### config.mk
export PLATFORM = sky130hd
export DESIGN_NAME = shreg_cmd_sequencer
export DESIGN_NICKNAME = d
export VERILOG_FILES = /design/src/rtl/shreg_cmd_sequencer.sv
export SDC_FILE = /design/constraint.sdc
export NUM_CORES = 1
export LEC_CHECK = 0
export BUFFER_PORTS_ARGS = -buffer_cell sky130_fd_sc_hd__buf_4
export CORE_MARGIN = 2
export CORE_UTILIZATION = 30
export DETAILED_ROUTE_END_ITERATION = 12
export GPL_ROUTABILITY_DRIVEN = 0
export MAX_ROUTING_LAYER = met4
export PLACE_DENSITY = 0.58
export SETUP_SLACK_MARGIN = 0.5
export SYNTH_ARGS = -nofsm -noshare
export SYNTH_HDL_FRONTEND = slang
export SYNTH_SLANG_ARGS = --single-unit
### constraint.sdc
create_clock -name clk -period 3.4 [get_ports clk]
set_input_delay 0.34 -clock clk [delete_from_list [all_inputs] [get_ports clk]]
set_output_delay 0.34 -clock clk [all_outputs]
set_load 0.01 [all_outputs]
### src/rtl/shreg_cmd_sequencer.sv
// Command sequencer for the 4-bit universal shift register: queues multi-beat commands in a FIFO
// and expands each command into registered per-cycle M/D/SI beats, with no gaps between commands.
module shreg_cmd_sequencer #(
  parameter int FIFO_DEPTH = 2
) (
  input  logic       clk,
  input  logic       reset,
  input  logic       cmd_valid,
  output logic       cmd_ready,
  input  logic [1:0] cmd_op,
  input  logic [2:0] cmd_cnt,
  input  logic [3:0] cmd_data,
  output logic [1:0] M,
  output logic [3:0] D,
  output logic       SI,
  output logic       done,
  output logic       busy
);

  localparam int AW = $clog2(FIFO_DEPTH);

  localparam logic [1:0] OP_HOLD  = 2'b00;
  localparam logic [1:0] OP_LOAD  = 2'b01;
  localparam logic [1:0] OP_SHIFT = 2'b10;
  localparam logic [1:0] OP_ROT   = 2'b11;

  typedef enum logic {IDLE, RUN} state_t;

  logic [8:0]    mem [FIFO_DEPTH];
  logic [AW-1:0] wr_ptr, rd_ptr;
  logic [AW:0]   count;
  logic          full, empty, push, pop;

  logic [8:0] head;
  logic [1:0] head_op;
  logic [2:0] head_cnt;
  logic [3:0] head_data;

  state_t     state;
  logic [1:0] op;
  logic [2:0] cnt;
  logic [3:0] data;
  logic [2:0] beat;
  logic [2:0] next_beat;
  logic [2:0] last_beat;
  logic       at_last;

  assign full      = (count == (AW+1)'(FIFO_DEPTH));
  assign empty     = (count == '0);
  assign cmd_ready = !full && !reset;
  assign push      = cmd_valid && cmd_ready;

  assign head      = mem[rd_ptr];
  assign head_op   = head[8:7];
  assign head_cnt  = head[6:4];
  assign head_data = head[3:0];

  // LOAD is always a single beat regardless of the count field
  assign last_beat = (op == OP_LOAD) ? 3'd0 : cnt;
  assign at_last   = (state == RUN) && (beat == last_beat);
  assign next_beat = beat + 3'd1;
  assign pop       = !empty && ((state == IDLE) || at_last);

  assign busy = (state == RUN) || !empty;

  // Returns {M, D, SI} for one beat; SHIFT sends the pattern MSB first, repeating every 4 beats
  function automatic logic [6:0] beat_outputs(input logic [1:0] f_op, input logic [3:0] f_data,
                                              input logic [1:0] f_b);
    logic [6:0] r;
    r = 7'd0;
    case (f_op)
      OP_LOAD:  r = {OP_LOAD, f_data, 1'b0};
      OP_SHIFT: r = {OP_SHIFT, 4'b0000, f_data[~f_b]};
      OP_ROT:   r = {OP_ROT, 4'b0000, 1'b0};
      default:  r = {OP_HOLD, 4'b0000, 1'b0};
    endcase
    return r;
  endfunction

  always_ff @(posedge clk) begin
    if (push) mem[wr_ptr] <= {cmd_op, cmd_cnt, cmd_data};
  end

  always_ff @(posedge clk) begin
    if (reset) begin
      wr_ptr <= '0;
      rd_ptr <= '0;
      count  <= '0;
    end else begin
      if (push) wr_ptr <= wr_ptr + 1'b1;
      if (pop)  rd_ptr <= rd_ptr + 1'b1;
      case ({push, pop})
        2'b10:   count <= count + 1'b1;
        2'b01:   count <= count - 1'b1;
        default: count <= count;
      endcase
    end
  end

  always_ff @(posedge clk) begin
    if (reset) begin
      state <= IDLE;
      op    <= OP_HOLD;
      cnt   <= 3'd0;
      data  <= 4'd0;
      beat  <= 3'd0;
      M     <= 2'b00;
      D     <= 4'd0;
      SI    <= 1'b0;
      done  <= 1'b0;
    end else if (pop) begin
      state        <= RUN;
      op           <= head_op;
      cnt          <= head_cnt;
      data         <= head_data;
      beat         <= 3'd0;
      {M, D, SI}   <= beat_outputs(head_op, head_data, 2'd0);
      done         <= (head_op == OP_LOAD) || (head_cnt == 3'd0);
    end else if ((state == RUN) && !at_last) begin
      beat       <= next_beat;
      {M, D, SI} <= beat_outputs(op, data, next_beat[1:0]);
      done       <= (next_beat == cnt);
    end else begin
      state <= IDLE;
      beat  <= 3'd0;
      M     <= 2'b00;
      D     <= 4'd0;
      SI    <= 1'b0;
      done  <= 1'b0;
    end
  end

endmodule

==> Yosys cells after proc, flatten, opt, wreduce, memory -nomap -nowiden <==
Memories as Yosys holds them, arrays and structs flattened. A register that Yosys moved wholly into a read port is not among the register bits.
Index checks and enable logic that the tools add are counted.
Widths: inputs -> output; s select.
{ "totals": {"register_bits": 25, "mem_bits_rw": 18, "in_bits": 12, "out_inout_bits": 10, "word_cells": 70, "memories": 1} }
{ "memory_table": {"columns": ["name", "words", "word_bits", "rd", "rd_clocked_by_memory_dff", "write_ports", "line", "source"], "rows": [
  ["mem", 2, 9, 1, 1, 1, "29", "logic [8:0] mem [FIFO_DEPTH];"]
]} }
{ "op_classes": {"add_sub_neg": 5, "order_cmp": 1, "eq_ne": 12, "n_mux": 20, "bitwise_logic": 3, "reduce_logical": 16} }
{ "op_table": {"columns": ["op", "n"], "rows": [
  ["$pmux 7 s3", 2],
  ["$eq 2x2->1 const B", 6],
  ["$mux 1", 11],
  ["$mux 4", 2],
  ["$eq 2x1->1 const B", 3],
  ["$eq 3x3->1", 2],
  ["$logic_and 1x1->1", 5],
  ["$logic_not 1->1", 4],
  ["$mux 2", 2],
  ["$pmux 2 s2", 1],
  ["$add 3x1->3 const B", 1],
  ["$logic_not 3->1", 1],
  ["$logic_or 1x1->1", 3],
  ["$lt 2x3->1 const B", 1],
  ["$mux 3", 1],
  ["$reduce_or 3->1", 1],
  ["$add 1x1->1 const B", 2],
  ["$add 2x1->2 const B", 1],
  ["$bmux 1 s2", 1],
  ["$logic_not 2->1", 1],
  ["$ne 2x2->1 const B", 1],
  ["$not 1->1", 2],
  ["$not 2->2", 1],
  ["$reduce_bool 2->1", 1],
  ["$sub 2x1->2 const B", 1]
]} }

==> Depth between registers and ports, before layout <==
{ "logic_depth": {"ltp_word": 8, "mapped_depth": 11, "depth_no_buf": 9} }

==> Worst setup path after synthesis <==
No wires, ideal clock.
{ "synth_path": {"path_kind": "register to register", "start": "reg beat[0]", "end": "reg count[1]", "setup_time_ps": 72, "arrival_ps": 2066, "required_time_ps": 3328, "path_slack_ps": 1261, "path_stages_with_launch": 11, "path_buffers": 2, "period_less_slack_ps": 2139, "path_cell_list": "dfxtp_1 buf_6 and4bb_1 a31oi_2 o211ai_4 nand2_4 inv_6 buf_12 ha_1 or3_1 a21oi_1"} }
{ "synth_via": {"elab_chain_cells": 6} }
{ "synth_lines": {"columns": ["element", "line", "source"], "rows": [
  ["start, declared", "43", "logic [2:0] beat;"],
  ["start signal, assigned", "120", "beat <= next_beat;"],
  ["$eq 3x3->1 *", "60", "assign at_last = (state == RUN) && (beat == last_beat);"],
  ["$logic_and 1x1->1 *", "60", null],
  ["$logic_or 1x1->1 *", "62", "assign pop = !empty && ((state == IDLE) || at_last);"],
  ["$logic_and 1x1->1 *", "62", null],
  ["via pop", "32", "logic full, empty, push, pop;"],
  ["$eq 2x1->1 or $eq 2x2->1 (tied branches)", "92", "case ({push, pop})"],
  ["$pmux 2 s2 or $reduce_bool 2->1 (tied branches)", null, null],
  ["end signal, assigned", "93", "2'b10: count <= count + 1'b1;"],
  ["end signal, assigned", "94", "2'b01: count <= count - 1'b1;"],
  ["end signal, assigned", "95", "default: count <= count;"],
  ["end, declared", "31", "logic [AW:0] count;"]
]} }
Mark *: on every way through the listed nets, which the timed path passes. The rest lies on a longest branch.
A chain may end at the register's enable or synchronous reset.

==> Worst setup path in the final report <==
{ "layout_path": {"start": "reg beat[0]", "end": "reg count[1]"} }
{ "layout_via": {"elab_chain_cells": 6} }
{ "layout_lines": {"columns": ["element", "line"], "rows": [
  ["$eq 3x3->1 *", "60"],
  ["$logic_and 1x1->1 *", "60"],
  ["$logic_or 1x1->1 *", "62"],
  ["$logic_and 1x1->1 *", "62"],
  ["$eq 2x1->1 or $eq 2x2->1 (tied branches)", "92"],
  ["$pmux 2 s2 or $reduce_bool 2->1 (tied branches)", null]
]} }
Every way passes the cells marked *; elsewhere a longest branch is shown, timed or not.

==> key figures <==
Logic synthesis
  • Prevailing post-synth register cell: dfxtp_1
  • Net count of the mapped netlist: 169
  • Post-synthesis compound-gate area fraction: 15.2%
  • Mapped Cells: 155
  • Simple logic cell fraction of the synthesized area: 11.5%
  • Post-synth EDFFs: 18
  • Synthesized area: 0.00192 mm2
  • Synth Area in XOR/XNOR: 4.11%
  • Syn avg cell area: 12.4 um2
  • Yosys reg bits: 44
  • Main combinational cell family by area after synthesis: compound AO/OA/AOI/OAI gates
  • Yosys cell types: 42
  • Post-synth ARST share: 0%
  • Synth Area in Adders: 1.30%
  • Post-synthesis mux area share: 8.87%
  • Syn. warnings: 0
  • Seq/Total Area, Yosys: 55.3%

Clocking
  • Setup Buffers After CTS: 0
  • Clock Path Buffers: 2
  • CTS tree: yes
  • Clk Latency, worst-skew pair: 0.29 ns
  • # hold bufs at CTS: 0
  • H-tree Lvls: 2
  • Clk root buf: clkbuf_8
  • TritonCTS Buffers: 5
  • CTS Sinks: 44
  • Clock slew at reported path FFs: 0.08 ns
  • Post_cts resized: 0

Hold path
  • Hold EP: mem[1][1]$_DFFE_PP_
  • HP Class: in -> reg
  • Worst hold stages: 1
  • Hold Crit Start: cmd_data[1]

Die
  • Initial Util: 30.6%
  • Die width: 84.0 um
  • Vert. Die Dim: 84.0 um
  • Die area: 0.00705 mm2
  • # rows: 29
  • Core area: 0.00628 mm2
  • Io pins: 22

STA
  • Peak Freq: 446 MHz
  • Setup Skew: 0.00849 ns
  • Tmin final: 2.24 ns
  • Fin. max-slew vios: 0
  • RSZ-0062 raised after global routing: no
  • Final hold violations: 0
  • Finish-stage setup viols: 0
  • Setup TNS: 0 ns
  • Period Utilization, post-route: 66.0%
  • Slew @ Worst Pin: 0.784 ns
  • Slew HR: 47.2%

Layout
  • Synth-to-layout area growth: 15.3%
  • Fin area: 0.00221 mm2
  • Final cell count without fillers: 256
  • Most frequent cells in the layout: dfxtp_1, buf_4, nor2_1, edfxtp_1, a21oi_1
  • Layout cells sized above 1: 27.4%
  • Nets: 192
  • Leading cell type in the layout, fill and taps excluded: dfxtp_1
  • Final core occ: 35.2%
  • # diodes: 0

Placement
  • DP Wirelength: 2410 um
  • Placed Instances: 248
  • Port Buffers: 21
  • Post-DP Area: 0.00213 mm2

Power
  • Leak: 0.000794 uW
  • Cell Pwr Density: 788 mW/mm2
  • Total power: 1740 uW
  • Worst VDD drop: 0.369 mV

Routing
  • Initial DRC Count: 97
  • Per-cell routed wire length: 13.0 um
  • Vias per inst: 4.57
  • Drt first pass iters: 4
  • DR vias: 1,171
  • Final WL: 3340 um
  • ANT nets after route: 0
  • DRC viols: 0

Global route
  • Antenna violations before repair: 0
  • Pin count of the biggest net entering global routing: 27
  • Total Routing Usage GR: 10.4%
  • First-pass GRT wire length: 5550 um
  • GRT overflow: 0
  • Vias in the first global route: 1,118

Critical path
  • Critical Path Fanout Max: 17
  • R2R cell count: 8
  • Reg2reg start: beat[0]$_SDFF_PP0_
  • Critical path class: reg -> reg
  • CP Capture Type: flop
  • Worst reg2reg setup slack: 1.16 ns
  • CP Data Required Time: 3.62 ns
  • Worst R2R End: count[1]$_SDFFE_PP0P_
  • Critical Path Source Type: flop
  • Arr. time, crit path: 2.47 ns

Status
  • Outcome: completed

Job
  • MaxCap Viol Count: 0
-- flip-flops by register name, indices dropped and copies added (netlist names), named ones only --
signal / cells
wr_ptr: 1
count: 2
cnt: 3
op: 2
M: 2
data: 4
rd_ptr: 1
beat: 3
D: 4
done: 1
state: 1
SI: 1
mem: 18
-- synthesized netlist by cell type (all sizes together), types with 2 or more instances --
master / n / area, um2
dfxtp: 26 / 521
edfxtp: 18 / 541
nor2: 18 / 67.6
a21oi: 9 / 45.0
mux2i: 8 / 80.1
a211oi: 7 / 90.1
nand2: 7 / 33.8
inv: 6 / 27.5
mux2: 6 / 67.6
xnor2: 5 / 43.8
a32o: 4 / 40.0
nor2b: 4 / 25.0
o21ai: 4 / 23.8
xor2: 4 / 35.0
buf: 3 / 36.3
clkbuf: 2 / 7.51
ha: 2 / 25.0
nand2b: 2 / 20.0
nand3: 2 / 10.0
nor3: 2 / 10.0
nor4: 2 / 12.5
o22ai: 2 / 12.5
o32ai: 2 / 17.5
-- how the worst max path moves through the flow --
stage / startpoint / to / slack (ns) / cells after the start
after floorplan: beat[0]$_SDFF_PP0_ / count[1]$_SDFFE_PP0P_ / 1.26 / 10
after CTS: beat[0]$_SDFF_PP0_ / count[1]$_SDFFE_PP0P_ / 1.14 / 8
after global placement: beat[0]$_SDFF_PP0_ / count[1]$_SDFFE_PP0P_ / 1.22 / 8
after detailed placement: beat[0]$_SDFF_PP0_ / count[1]$_SDFFE_PP0P_ / 1.18 / 8
final: beat[0]$_SDFF_PP0_ / count[1]$_SDFFE_PP0P_ / 1.16 / 8
after global routing: beat[0]$_SDFF_PP0_ / count[1]$_SDFFE_PP0P_ / 1.01 / 8
-- critical path, cell delays in order (launching register included) --
cell	delay, ns
dfxtp_1	0.51
and4bb_1	0.26
a31oi_2	0.22
o211ai_4	0.15
nand2_4	0.12
inv_6	0.08
ha_1	0.31
or3_1	0.37
a21oi_1	0.13
-- routing by layer --
layer	wire length (um)	vias to the layer above	global-route usage, %
li1	-	608	-
met1	1650	534	14.1
met2	1510	24	14.8
met3	145	5	3.36
met4	40	0	3.52
met5	0	-	-
-- metrics by stage --
stage | setup slack [ns] | hold WS [ns]
3_3_place_gp | 1.22 | 0.495
6_report | 1.16 | 0.232
2_1_floorplan | 1.26 | 0.439
5_1_grt | 1.01 | 0.216
4_1_cts | 1.14 | 0.222
3_5_place_dp | 1.18 | 0.483
-- logic make-up (layout without fill, tap and decap cells) --
| kind of cell | count (synthesis) | in the layout |
|---|---|---|
| buffers and inverters | 11 | 35 |
| AO/OA/AOI/OAI | 32 | 32 |
| flip-flops | 44 | 44 |
| XOR/XNOR | 9 | 9 |
| adder cells (fa/ha/maj) | 2 | 2 |
| AND/OR/NAND/NOR | 42 | 42 |
| multiplexers | 15 | 15 |
-- power breakdown --
part | internal [uW] | switching [uW] | total, uW
logic | 318 | 345 | 664
clock network | 140 | 170 | 310
registers | 655 | 114 | 769
-- layout make-up --
cell class	count	area (um2)
Fill cell	629	4070
Sequential cell	44	1060
Multi-Input combinational cell	100	786
Timing Repair Buffer	21	158
Tap cell	77	96.3
Clock buffer	5	68.8
Inverter	6	27.5
Clock inverter	3	13.8
(Power assumes the default switching activity.)
